`src/rtl/mem_port_arbiter.sv`:
```
// Three-port round-robin arbiter in front of a single shared memory port.
// A transaction is granted from IDLE, runs in BUSY until the memory acks
// (or the wait counter expires), then spends one TURN cycle with the bus idle.
module mem_port_arbiter #(
    parameter int unsigned TIMEOUT = 255
) (
    input  logic        clk,
    input  logic        reset_n,

    input  logic        m0_access,
    input  logic [19:1] m0_addr,
    input  logic [15:0] m0_data_out,
    input  logic        m0_wr_en,
    input  logic [1:0]  m0_bytesel,
    output logic [15:0] m0_data_in,
    output logic        m0_ack,

    input  logic        m1_access,
    input  logic [19:1] m1_addr,
    input  logic [15:0] m1_data_out,
    input  logic        m1_wr_en,
    input  logic [1:0]  m1_bytesel,
    output logic [15:0] m1_data_in,
    output logic        m1_ack,

    input  logic        m2_access,
    input  logic [19:1] m2_addr,
    input  logic [15:0] m2_data_out,
    input  logic        m2_wr_en,
    input  logic [1:0]  m2_bytesel,
    output logic [15:0] m2_data_in,
    output logic        m2_ack,

    output logic        q_m_access,
    output logic [19:1] q_m_addr,
    output logic [15:0] q_m_data_out,
    output logic        q_m_wr_en,
    output logic [1:0]  q_m_bytesel,
    input  logic        q_m_ack,
    input  logic [15:0] q_m_data_in,

    input  logic        clear_err,
    output logic        timeout_err,
    output logic [1:0]  timeout_port
);

    localparam int unsigned DATA_W   = 16;
    // Wait count value at which the current BUSY cycle is the last one allowed.
    localparam logic [15:0] TMO_LAST = 16'(TIMEOUT - 1);

    typedef enum logic [1:0] {
        IDLE = 2'd0,
        BUSY = 2'd1,
        TURN = 2'd2
    } state_t;

    // Per-port views of the request buses so the mux can be written as a loop.
    logic [2:0]        req;
    logic [19:1]       addr_a  [3];
    logic [DATA_W-1:0] wdata_a [3];
    logic [2:0]        wr_a;
    logic [1:0]        bsel_a  [3];
    logic [2:0]        ack_v;
    logic [DATA_W-1:0] rdata_a [3];

    state_t      state_q, state_d;
    logic [1:0]  grant_q, grant_d;
    logic [1:0]  rr_ptr_q, rr_ptr_d;
    logic [15:0] cnt_q, cnt_d;
    logic        err_q, err_d;
    logic [1:0]  tport_q, tport_d;

    logic [1:0]  win;
    logic        tmo_hit;

    assign req        = {m2_access, m1_access, m0_access};
    assign addr_a[0]  = m0_addr;
    assign addr_a[1]  = m1_addr;
    assign addr_a[2]  = m2_addr;
    assign wdata_a[0] = m0_data_out;
    assign wdata_a[1] = m1_data_out;
    assign wdata_a[2] = m2_data_out;
    assign wr_a       = {m2_wr_en, m1_wr_en, m0_wr_en};
    assign bsel_a[0]  = m0_bytesel;
    assign bsel_a[1]  = m1_bytesel;
    assign bsel_a[2]  = m2_bytesel;

    // Search starts at the port after the last one granted, wrapping modulo 3.
    function automatic logic [1:0] rr_pick(input logic [1:0] last, input logic [2:0] r);
        logic [1:0] pick;
        logic [1:0] cand;
        logic       found;
        pick  = last;
        found = 1'b0;
        for (int i = 1; i <= 3; i++) begin
            cand = 2'((int'(last) + i) % 3);
            if (!found && r[cand]) begin
                pick  = cand;
                found = 1'b1;
            end
        end
        return pick;
    endfunction

    assign win     = rr_pick(rr_ptr_q, req);
    // A real ack in the final allowed cycle takes precedence over the timeout.
    assign tmo_hit = (state_q == BUSY) && !q_m_ack && (cnt_q == TMO_LAST);

    // State and bookkeeping registers; reset abandons any transaction in flight.
    always_ff @(posedge clk or negedge reset_n) begin
        if (!reset_n) begin
            state_q  <= IDLE;
            grant_q  <= 2'd2;
            rr_ptr_q <= 2'd2;
            cnt_q    <= '0;
            err_q    <= 1'b0;
            tport_q  <= 2'd0;
        end else begin
            state_q  <= state_d;
            grant_q  <= grant_d;
            rr_ptr_q <= rr_ptr_d;
            cnt_q    <= cnt_d;
            err_q    <= err_d;
            tport_q  <= tport_d;
        end
    end

    // Next-state logic: grant from IDLE, finish BUSY on ack or timeout, TURN for one cycle.
    always_comb begin
        state_d  = state_q;
        grant_d  = grant_q;
        rr_ptr_d = rr_ptr_q;
        cnt_d    = cnt_q;
        err_d    = err_q;
        tport_d  = tport_q;
        if (clear_err) begin
            err_d = 1'b0;
        end
        unique case (state_q)
            IDLE: begin
                if (|req) begin
                    state_d  = BUSY;
                    grant_d  = win;
                    rr_ptr_d = win;
                    cnt_d    = '0;
                end
            end
            BUSY: begin
                if (q_m_ack) begin
                    state_d = TURN;
                end else if (tmo_hit) begin
                    state_d = TURN;
                    err_d   = 1'b1;
                    tport_d = grant_q;
                end else begin
                    cnt_d = cnt_q + 16'd1;
                end
            end
            TURN: begin
                state_d = IDLE;
            end
            default: begin
                state_d = IDLE;
            end
        endcase
    end

    // Output logic: in BUSY the granted port drives the shared bus and alone sees the response.
    always_comb begin
        q_m_access   = 1'b0;
        q_m_addr     = '0;
        q_m_data_out = '0;
        q_m_wr_en    = 1'b0;
        q_m_bytesel  = '0;
        ack_v        = '0;
        for (int i = 0; i < 3; i++) begin
            rdata_a[i] = '0;
        end
        if (state_q == BUSY) begin
            q_m_access = 1'b1;
            for (int i = 0; i < 3; i++) begin
                if (grant_q == 2'(i)) begin
                    q_m_addr     = addr_a[i];
                    q_m_data_out = wdata_a[i];
                    q_m_wr_en    = wr_a[i];
                    q_m_bytesel  = bsel_a[i];
                    if (q_m_ack) begin
                        ack_v[i]   = 1'b1;
                        rdata_a[i] = q_m_data_in;
                    end else if (tmo_hit) begin
                        ack_v[i]   = 1'b1;
                        rdata_a[i] = 16'hFFFF;
                    end
                end
            end
        end
    end

    assign m0_ack       = ack_v[0];
    assign m1_ack       = ack_v[1];
    assign m2_ack       = ack_v[2];
    assign m0_data_in   = rdata_a[0];
    assign m1_data_in   = rdata_a[1];
    assign m2_data_in   = rdata_a[2];
    assign timeout_err  = err_q;
    assign timeout_port = tport_q;

endmodule

```
`config.mk`:
```
export PLATFORM = sky130hd
export DESIGN_NAME = mem_port_arbiter
export DESIGN_NICKNAME = d
export VERILOG_FILES = /design/src/rtl/mem_port_arbiter.sv
export SDC_FILE = /design/constraint.sdc
export NUM_CORES = 1
export LEC_CHECK = 0
export ABC_AREA = 1
export CAP_MARGIN = 30
export CORE_AREA = 2 2 95 97
export CTS_CLUSTER_SIZE = 30
export DETAILED_ROUTE_END_ITERATION = 8
export DIE_AREA = 0 0 97 99
export MAX_ROUTING_LAYER = met4
export PLACE_DENSITY = 0.84
export SKIP_LAST_GASP = 1
export SYNTH_ARGS = -nofsm -noshare
export SYNTH_HDL_FRONTEND = slang
export SYNTH_SLANG_ARGS = --single-unit
```
`constraint.sdc`:
```
create_clock -name clk -period 2.59 [get_ports clk]
set_input_delay 0.518 -clock clk [delete_from_list [all_inputs] [get_ports clk]]
set_output_delay 0.518 -clock clk [all_outputs]
set_load 0.01 [all_outputs]
```
---- Yosys cells after proc, flatten, opt, wreduce, memory -nomap -nowiden ----
Cells that the tools add are included.
operators by class
  multiplexer cells ....................... 52
  add/sub/neg operators ................... 4
  bitwise gates (word level) .............. 1
  reductions and logical operators ........ 16
  order comparisons ....................... 3
  divide/modulo/power cells ............... 3
  eq/ne operators ......................... 8
operators with widths
  cell                   number
  $mux 16                12
  $mod 32x3->32 const B  3
  $mux 19                4
  $mux 48                1
  $pmux 16 s2            1
  $mux 2                 10
  $mux 1                 19
  $add 16x1->16 const B  1
  $eq 16x8->1 const B    1
  $lt 2x3->1 const B     3
  $add 2x2->3 const B    2
  $bmux 1 s2             3
  $ne 2x2->1 const B     3
  $reduce_and 3->1       2
  $eq 2x1->1 const B     2
  $logic_and 1x1->1      4
  $logic_not 2->1        2
  $pmux 2 s2             1
  $reduce_and 4->1       1
  $add 2x1->3 const B    1
  $logic_not 1->1        3
  $mux 3                 1
  $ne 3x3->1 const B     1
  $reduce_bool 3->1      1
  5 further kinds        5
storage, ports and cells
  output and inout bits ................... 93
  logic and storage cells ................. 92
  bits of input ports ..................... 137
  flip-flop bits (word level) ............. 23

---- Depth between registers and ports, before layout ----
Gate-level depths: netlist of the first run.
  depth in word-level cells ............... 12
  depth in mapped cells ................... 13
  mapped depth without buffers ............ 12

---- Worst setup path before layout of the first run ----
Ideal clock, no wire load.
  path type ............................... flip-flop to output port
  start ................................... reg, netlist name rr_ptr_q[1]
  end ..................................... out q_m_addr[10] (netlist name)
  data required time ...................... 2072 ps
  buffers on the path ..................... 3
  stages on the path, launching flop included .. 9
  path slack .............................. 286 ps
  arrival ................................. 1786 ps
  path through ............................ dfstp_2 inv_1 ha_1 buf_2 nor2_1 buf_2 clkbuf_1 nand2_1 a21oi_1
RTL lines
  item       RTL line  text
  to (decl)  35        output logic [19:1] q_m_addr,

==> results of run 1 <==
[synthesized netlist by cell type, types with 3 or more instances]
| cell | n | area [um2] |
|---|---|---|
| nor2_1 | 76 | 285.3 |
| ha_1 | 7 | 87.58 |
| inv_2 | 3 | 11.26 |
| nand2_1 | 112 | 420.4 |
| o21ai_0 | 48 | 240.2 |
| buf_2 | 5 | 25.02 |
| inv_1 | 29 | 108.9 |
| o21ai_1 | 5 | 25.02 |
| xor2_1 | 3 | 26.28 |
| nand3_1 | 29 | 145.1 |
| nand3_4 | 3 | 52.55 |
| nand4_1 | 11 | 68.82 |
| a21oi_1 | 77 | 385.4 |
| dfrtp_1 | 22 | 550.5 |
| buf_6 | 3 | 33.78 |
| nor3_1 | 5 | 25.02 |
| nor2_2 | 11 | 68.82 |
| clkbuf_1 | 18 | 67.56 |
[worst paths after layout]
path,slack (ps),cells after the start,end,start
max,-220,8,q_m_data_out[1],rr_ptr_q[1]
max in group asynchronous,1340,2,cnt_q[13],reset_n
min reg2reg,520,2,timeout_port[0],timeout_port[0]
min in group asynchronous,660,1,timeout_err,reset_n
max reg2reg,600,12,rr_ptr_q[0],rr_ptr_q[1]
min,520,2,timeout_port[0],timeout_port[0]
[sequential cells by signal (all words and copies together) (netlist names)]
| register | cells |
|---|---|
| rr_ptr_q | 2 |
| cnt_q | 16 |
| timeout_port | 2 |
| timeout_err | 1 |
| state_q | 2 |
[report_power, final]
part / total (mW) / switching, mW / internal, mW
registers: 0.467 / 0.0514 / 0.416
logic: 4.16 / 2.29 / 1.86
clock network: 0.224 / 0.117 / 0.107
[critical path, stage by stage, from the launching register on]
cell             delay (ps)
dfstp_2                 540
inv_1                    50
ha_1                    220
nor2_4                  130
buf_4                   120
buf_12                  140
nand2_1                  60
a21oi_1                 190
clkdlybuf4s50_1         580
[stage by stage]
stage | utilization | worst slack [ps] | instances | power [mW] | instance area (um2)
floorplan | - | 286.1 | 485 | 2.420 | 2791
global placement | 0.6212 | -472.1 | 817 | 4.008 | 5311
detailed placement | 0.6212 | -500.8 | 817 | 4.093 | 5311
CTS | 0.6495 | -230.8 | 847 | 4.574 | 5554
global route | 0.6681 | -311.4 | 859 | 5.183 | 5713
finish | 0.6681 | -215.2 | 859 | 4.847 | 5713
[cell families after synthesis]
logic type      synth area share
buf+inv                   0.1058
xor+xnor                 0.01569
flops                     0.2066
compound gates            0.2362
simple gates              0.4043
fa+ha+maj                0.03137
[cell type report]
type	instances	area [um2]	share of cell area
clock buffers	3	41.29	0.007227
clock inverters	1	5.005	0.0008760
inverters	34	128.9	0.02256
multi-input cells	404	2077	0.3636
flip-flops and latches	23	576.8	0.1010
well taps	108	135.1	0.02365
repair buffers	286	2749	0.4812
[timing repair]
item,4_1_cts,5_1_grt
setup endpoints to repair,89,86
resized for setup,142,70
buffers inserted,21,10
pin swaps,17,11
hold buffers,0,0
cloned,6,3
[metal layers]
| metal | vias to the layer above | GRT usage | routed length (um) |
|---|---|---|---|
| met2 | 267 | 0.4696 | 7351 |
| met1 | 2039 | 0.2967 | 5310 |
| met5 | - | - | 0 |
| met3 | 36 | 0.02340 | 863 |
| met4 | 0 | 0.08126 | 430 |
| li1 | 2146 | - | - |
==> results.txt, run 1 <==
Outcome - complete, but fails checks
Failing checks - negative setup slack
Setup TNS - -1816 ps
Die ar. - 9603 um2
Pre-Repair DR Iteration Count - 5
Layout cells sized above 1 - 0.1957
First-pass GRT wire length - 20,000 um
Hpwl dp - 9359 um
CP startpoint kind - flop
RSZ-0062 raised after global routing - yes
RePlAce Congestion - 0.9359
Global route overflow - 0
Clk Latency, worst-skew pair - 270 ps
ANT nets after route - 0
Static Leak - 2.917 nW
Area Overhead vs Synth - 104.7%
Final worst-path cycle share - 1.083
Fmax - 356.5 MHz
Core box area - 8551 um2
Arr. time, crit path - 2290 ps
Num CTS Buffers - 3
Largest net degree at the start of global routing - 53
Clk pin slew, worst setup/hold paths - 80 ps
Final hold slack - 523.3 ps
Post-synth net total - 629
Max_cap viols - 0
Final min period - 2805 ps
Vias per cell - 5.225
CTS tree - yes
Remaining DRCs - 0
Total number of vias - 4,488
Row cnt - 34
Post-Syn Area - 2791 um2
Avg Inst Size Synth - 5.756 um2
DIE WIDTH - 97 um
Synth cell types - 30
CP max FO - 10
Wirelength per Cell - 16.25 um
Post-synth EDFFs - 0
Synth Flop Type - dfrtp_1
FF+latch count, synth - 23
DR iter-0 viols - 280
Clock skew - 3.534 ps
Worst hold path class - flop to flop
Nets@finish - 896
VDD IR max - 0.4356 mV
Mapped Cells - 485
WP data required - 2070 ps
Post-synth ARST share - 1.000
Fin. Hold Viols - 0
CTS sink count - 23
Yosys warns - 0
Vias in the first global route - 4,111
Post-route setup slack - -215.2 ps
Slew Limit Headroom - 0.5485
I/O Buffers - 229
Ant diodes - 0
Kind of end point of the critical path - output pin
GRT Overall Usage - 0.2566
Antenna violations before repair - 0
Die height - 99 um
Final setup violation count - 11
Clock buffer depth - 2
Sequential-to-total area share from yosys stat - 0.2066
Starting Density - 0.3265
WS Path Type - flop to output pin
Commonest non-fill, non-tap cell in the layout - clkdlybuf4s50_1
IO Pins - 230
H-Tree Depth - 1
Worst slew pin tran - 675.2 ps
Wirelength, routed - 13,960 um
Commonest non-fill, non-tap cells in the layout - 147 x clkdlybuf4s50_1, 111 x nand2_1, 77 x a21oi_1
Fill cells - 683
Power density over cell area - 848.4 nW/um2
Final slew viol count - 0
Root buffer cell - clkbuf_8
Power figures use the tool's default switching activity.
==> inputs of run 2 (changes only) <==
- SKIP_LAST_GASP: 1 -> default
==> run 2 against run 1 <==
Effect of this change: the run now ends clean; combinational power down 9.6%; wire length fell by 5.6%; global-route usage stayed put; utilization down 2.1 points; die area did not move; sequential power about the same; critical path depth decreased by 1; count of clock-buffer cells in the layout is the same; first-iteration DRC count shrank 24%; clock skew is essentially flat; via count fell by 2.3%; highest routed layer unchanged.
==> results.txt, run 2 (synthesized netlist as in run 1, its figures left out) <==
Outcome - finished clean
Clk pin slew, worst setup/hold paths - 80 ps (about the same)
GRT Overall Usage - 0.2566 (unchanged)
Row cnt - 34 (unchanged)
Remaining DRCs - 0 (unchanged)
Area Overhead vs Synth - 98.30%
Worst slew pin tran - 682.4 ps (+7.189 ps)
Vias in the first global route - 4,098 (-0.32%)
VDD IR max - 0.5442 mV (+25%)
Ant diodes - 0 (unchanged)
DR iter-0 viols - 214 (-24%)
H-Tree Depth - 1 (unchanged)
CP max stage cell - dfstp_2
Worst hold path class - flop to flop
Starting Density - 0.3265 (unchanged)
Antenna violations before repair - 0 (unchanged)
Post-route setup slack - 92.67 ps (+307.8 ps)
Util after Layout - 0.6474 (-0.02078)
Hold depth - 2 (unchanged)
Num CTS Buffers - 3 (unchanged)
Final setup violation count - 0 (-11)
ANT nets after route - 0 (unchanged)
Vias per cell - 5.141 (-1.6%)
Commonest non-fill, non-tap cell in the layout - clkdlybuf4s50_1
RePlAce Congestion - 0.9359 (unchanged)
Power density over cell area - 804.8 nW/um2 (-5.1%)
Clock buffer depth - 2 (unchanged)
Wirelength, routed - 13,180 um (-5.6%)
Fin. Hold Viols - 0 (unchanged)
Arr. time, crit path - 1980 ps (-310 ps)
Pwr Total - 4.455 mW (-8.1%)
Hold buffers post-CTS - 0 (unchanged)
Die ar. - 9603 um2 (unchanged)
Slew Limit Headroom - 0.5437 (-0.004808)
DIE WIDTH - 97 um (unchanged)
Clock skew - 3.178 ps (-0.3567 ps)
Reg with most FFs - cnt_q
First-pass GRT wire length - 20,000 um (about the same)
Hpwl dp - 9359 um (unchanged)
CTS sink count - 23 (unchanged)
IO Pins - 230 (unchanged)
Kind of end point of the critical path - output pin
Worst-path cell chain - inv_1, ha_1, nor2_2, buf_12, nand2_1, a21oi_1, dlygate4sd2_1
Clk Latency, worst-skew pair - 270 ps (about the same)
Wirelength per Cell - 15.45 um (-4.9%)
Commonest non-fill, non-tap cells in the layout - 136 x clkdlybuf4s50_1, 111 x nand2_1, 76 x a21oi_1
CP max FO - 38 (+28)
Final slew viol count - 0 (unchanged)
Root buffer cell - clkbuf_8
CTS tree - yes
WP data required - 2070 ps (about the same)
Max_cap viols - 0 (unchanged)
Final worst-path cycle share - 0.9642 (-0.1189)
Total number of vias - 4,385 (-2.3%)
Nets@finish - 890 (-0.67%)
CP startpoint kind - flop
Pre-CTS setup slack - -500.8 ps (unchanged)
Layout cells sized above 1 - 0.1946 (-0.001108)
Pre-Repair DR Iteration Count - 5 (unchanged)
Global route overflow - 0 (unchanged)
Largest net degree at the start of global routing - 53 (unchanged)
Final min period - 2497 ps (-307.8 ps)
Static Leak - 2.583 nW (-11%)
WS Path Type - flop to output pin
Crit path largest cell delay - 540 ps (-40 ps)
Die height - 99 um (unchanged)
RSZ-0062 raised after global routing - yes
R2R cell count - 12 (unchanged)
Fmax - 400.4 MHz (+12%)
I/O Buffers - 229 (unchanged)
Max reg flops - 16 (unchanged)
Core box area - 8551 um2 (unchanged)
==> run 2: what timing repair did <==
| item | CTS | global route |
|---|---|---|
| pin swaps | 17 | 10 |
| gates cloned | 6 | 0 |
| buffers inserted | 21 | 7 |
| resized for setup | 181 | 60 |
| setup endpoints to repair | 89 | 68 |
==> run 2: where the power goes <==
part | switching, mW | internal (mW) | leakage [nW] | total (mW)
Clock | 0.116 | 0.107 | 0.0255 | 0.224
Sequential | 0.0510 | 0.416 | 0.310 | 0.467
Combinational | 2.18 | 1.58 | 2.25 | 3.76
==> run 2: stage by stage <==
stage	cells	instance area, um2	hold slack (ps)	setup TNS [ps]
after detailed placement	817	5311	504.2	-22380
after CTS	847	5510	525.0	0
final	853	5535	523.1	0
after global placement	817	5311	469.6	-21450
after floorplan	485	2791	222.4	0
after global routing	853	5535	540.9	-207.1
==> run 2: area by class of cell <==
class / count / area (um2)
fill: 708 / 3015
timing repair buffer: 280 / 2560
multi-input combinational: 404 / 2088
sequential: 23 / 576.8
tap: 108 / 135.1
inverter: 34 / 128.9
clock buffer: 3 / 41.29
clock inverter: 1 / 5.005
==> run 2: path summary, 6_finish.rpt <==
| check | from | endpoint | slack [ps] |
|---|---|---|---|
| min in group asynchronous | reset_n | timeout_err | 660 |
| max reg2reg | rr_ptr_q[1] | rr_ptr_q[0] | 600 |
| max | rr_ptr_q[1] | q_m_addr[18] | 90 |
| min | timeout_port[1] | timeout_port[1] | 520 |
| max in group asynchronous | reset_n | cnt_q[13] | 1340 |
| min reg2reg | timeout_port[1] | timeout_port[1] | 520 |
==> run 2: metal layers <==
metal / global-route usage / share of wire / wire (um) / up-vias
li1: - / - / - / 2130
met1: 0.2967 / 0.39 / 5088 / 1998
met2: 0.4701 / 0.53 / 6992 / 228
met3: 0.02340 / 0.060 / 787 / 29
met4: 0.08017 / 0.023 / 307 / 0
met5: - / 0 / 0 / -
==> run 2: worst max-delay path: cells and delay by family (launching register included) <==
kind            cells  cell delay [ps]
buf+inv             3              550
flops               1              540
fa+ha+maj           1              200
simple gates        2              260
compound gates      1              140
==> inputs of run 3 (changes only) <==
- TNS_END_PERCENT: default -> 30
==> run 3 against run 2 <==
Effect of this change: sequential share of layout area barely moved; wire length is 1.0% higher; largest cell class unchanged; clock power about the same; sequential power barely moved; critical endpoint is now m0_data_in[12]; non-clock buffer count increased by 2; setup slack barely moved; global-route usage is 0.12 points higher; first-iteration DRC count is 14% higher; die area unchanged; power is 0.19% higher.
==> results.txt, run 3 (synthesized netlist as in run 1, its figures left out) <==
Ant diodes - 0 (unchanged)
Hold buffers post-CTS - 0 (unchanged)
Min-delay src - timeout_port[1]
CP startpoint kind - flop
Clock skew - 5.048 ps (+1.871 ps)
Net Sw Frac - 0.5265 (about the same)
Fill cells - 715 (+0.99%)
WP data required - 2070 ps (about the same)
Cell Int Power - 2.113 mW (+0.24%)
Worst hold path class - flop to flop
Setup TNS - 0 ps (unchanged)
Root buffer cell - clkbuf_8
Util after Layout - 0.6471 (about the same)
Final min period - 2498 ps (+0.4812 ps)
Clock buffer depth - 2 (unchanged)
DIE WIDTH - 97 um (unchanged)
Met1 usage - 0.2919 (-0.004778)
CP max FO - 5 (-87%)
Reg with most FFs - cnt_q
Starting Density - 0.3265 (unchanged)
Power density over cell area - 806.7 nW/um2 (+0.24%)
Max reg flops - 16 (unchanged)
CTS sink count - 23 (unchanged)
Commonest non-fill, non-tap cell in the layout - clkdlybuf4s50_1
CP max stage cell - dfrtp_1
GRT Overall Usage - 0.2579 (+0.001229)
Core box area - 8551 um2 (unchanged)
Final setup violation count - 0 (unchanged)
Final worst-path cycle share - 0.9644 (about the same)
Comb pwr share - 0.846 (about the same)
Reg-to-Reg End - rr_ptr_q[0]
Most used routing layer in global routing - met2
CTS tree - yes
Reg power frac - 0.105 (about the same)
Nets@finish - 892 (+0.22%)
RSZ-0062 raised after global routing - yes
Met2 usage - 0.4706 (+0.0005342)
Static Leak - 2.583 nW (about the same)
Wirelength per Cell - 15.57 um (+0.80%)
Clk Latency, worst-skew pair - 270 ps (about the same)
IO Pins - 230 (unchanged)
WS Path Type - flop to output pin
Clk pin slew, worst setup/hold paths - 80 ps (about the same)
Crit path largest cell delay - 410 ps (-130 ps)
VDD IR max - 0.5511 mV (+1.3%)
Commonest non-fill, non-tap cells in the layout - 136 x clkdlybuf4s50_1, 111 x nand2_1, 76 x a21oi_1
RR Startpoint - rr_ptr_q[1]
I/O Buffers - 229 (unchanged)
Post-route setup slack - 92.19 ps (-0.4812 ps)
Vias per cell - 5.152 (+0.22%)
Global route overflow - 0 (unchanged)
Arr. time, crit path - 1980 ps (about the same)
ANT nets after route - 0 (unchanged)
Vias in the first global route - 4,116 (+0.44%)
Worst-path cell chain - inv_2, nand4_1, nor2_2, nand2_2, nand2_4, nand3_4, buf_4, buf_4, nor2_1, buf_2
H-Tree Depth - 1 (unchanged)
Final hold slack - 528.7 ps (+5.553 ps)
Remaining DRCs - 0 (unchanged)
Met3 usage - 0.03191 (+0.008511)
Clk pwr share - 0.050 (about the same)
Die height - 99 um (unchanged)
Antenna violations before repair - 0 (unchanged)
Final slew viol count - 0 (unchanged)
Total number of vias - 4,405 (+0.46%)
Pre-CTS setup slack - -500.8 ps (unchanged)
Hold depth - 2 (unchanged)
RePlAce Congestion - 0.9359 (unchanged)
Worst slew pin tran - 670.9 ps (-11.45 ps)
Layout cells sized above 1 - 0.1981 (+0.003495)
Pwr Total - 4.463 mW (+0.19%)
Area Overhead vs Synth - 98.21% (about the same)
Wirelength, routed - 13,310 um (+1.0%)
Slew Limit Headroom - 0.5513 (+0.007661)
Largest net degree at the start of global routing - 53 (unchanged)
DR iter-0 viols - 244 (+14%)
P_sw - 2.350 mW (+0.15%)
Outcome - finished clean
Die ar. - 9603 um2 (unchanged)
Fmax - 400.4 MHz (about the same)
First-pass GRT wire length - 20,040 um (+0.24%)
Hpwl dp - 9359 um (unchanged)
R2R cell count - 12 (unchanged)
Most used cell, CP - buf_4
Num CTS Buffers - 3 (unchanged)
Row cnt - 34 (unchanged)
Fin. Hold Viols - 0 (unchanged)
Pre-Repair DR Iteration Count - 4 (-1)
Hold Path Sink - timeout_port[1]
Kind of end point of the critical path - output pin
Max_cap viols - 0 (unchanged)
Reg2Reg Setup Slack - 600 ps (about the same)
-- run 3: metrics by stage --
stage / instance area [um2] / std cells
finish: 5533 / 855
global route: 5533 / 855
CTS: 5512 / 848
detailed placement: 5311 / 817
global placement: 5311 / 817
floorplan: 2791 / 485
-- run 3: final cells by class --
type / count / area, um2 / area share
clock buffers: 3 / 41.29 / 0.007463
clock inverters: 1 / 5.005 / 0.0009046
inverters: 34 / 128.9 / 0.02329
multi-input cells: 404 / 2091 / 0.3779
flip-flops and latches: 23 / 576.8 / 0.1043
well taps: 108 / 135.1 / 0.02442
repair buffers: 282 / 2555 / 0.4618
-- run 3: worst max-delay path, delay by kind of cell, from the launching register on --
| family | cells | cell delay, ps |
|---|---|---|
| buf+inv | 4 | 500 |
| flops | 1 | 410 |
| simple gates | 6 | 810 |
-- run 3: power groups by stage --
stage                     sequential, mW  clock (mW)  combinational, mW
after floorplan                    0.458           0               1.96
after global placement             0.467           0               3.54
after detailed placement           0.470           0               3.62
after CTS                          0.459       0.234               3.67
after global routing               0.472       0.257               4.08
final                              0.467       0.222               3.77
-- run 3: how the worst max path moves through the flow --
| stage | from | endpoint | slack, ps | cells after the start |
|---|---|---|---|---|
| after floorplan | rr_ptr_q[1] | q_m_addr[10] | 290 | 8 |
| after global placement | m0_access | m2_data_in[5] | -470 | 8 |
| after detailed placement | m0_access | m2_data_in[2] | -500 | 8 |
| after CTS | cnt_q[0] | m0_data_in[11] | 30 | 10 |
| after global routing | cnt_q[2] | m2_data_in[3] | -50 | 11 |
| final | cnt_q[12] | m0_data_in[12] | 90 | 10 |
-- run 3: per-layer routing --
metal	part of all wire	wire, um	vias up
met5	0	0	-
met4	0.030	399	0
met3	0.065	859	38
met2	0.52	6910	238
met1	0.39	5143	1999
li1	-	-	2130
-- run 3: timing repair --
item | 4_1_cts | 5_1_grt
pin swaps | 17 | 7
cloned | 6 | 0
gates resized for setup | 174 | 67
setup buffers | 21 | 7
setup endpoints to repair | 89 | 69
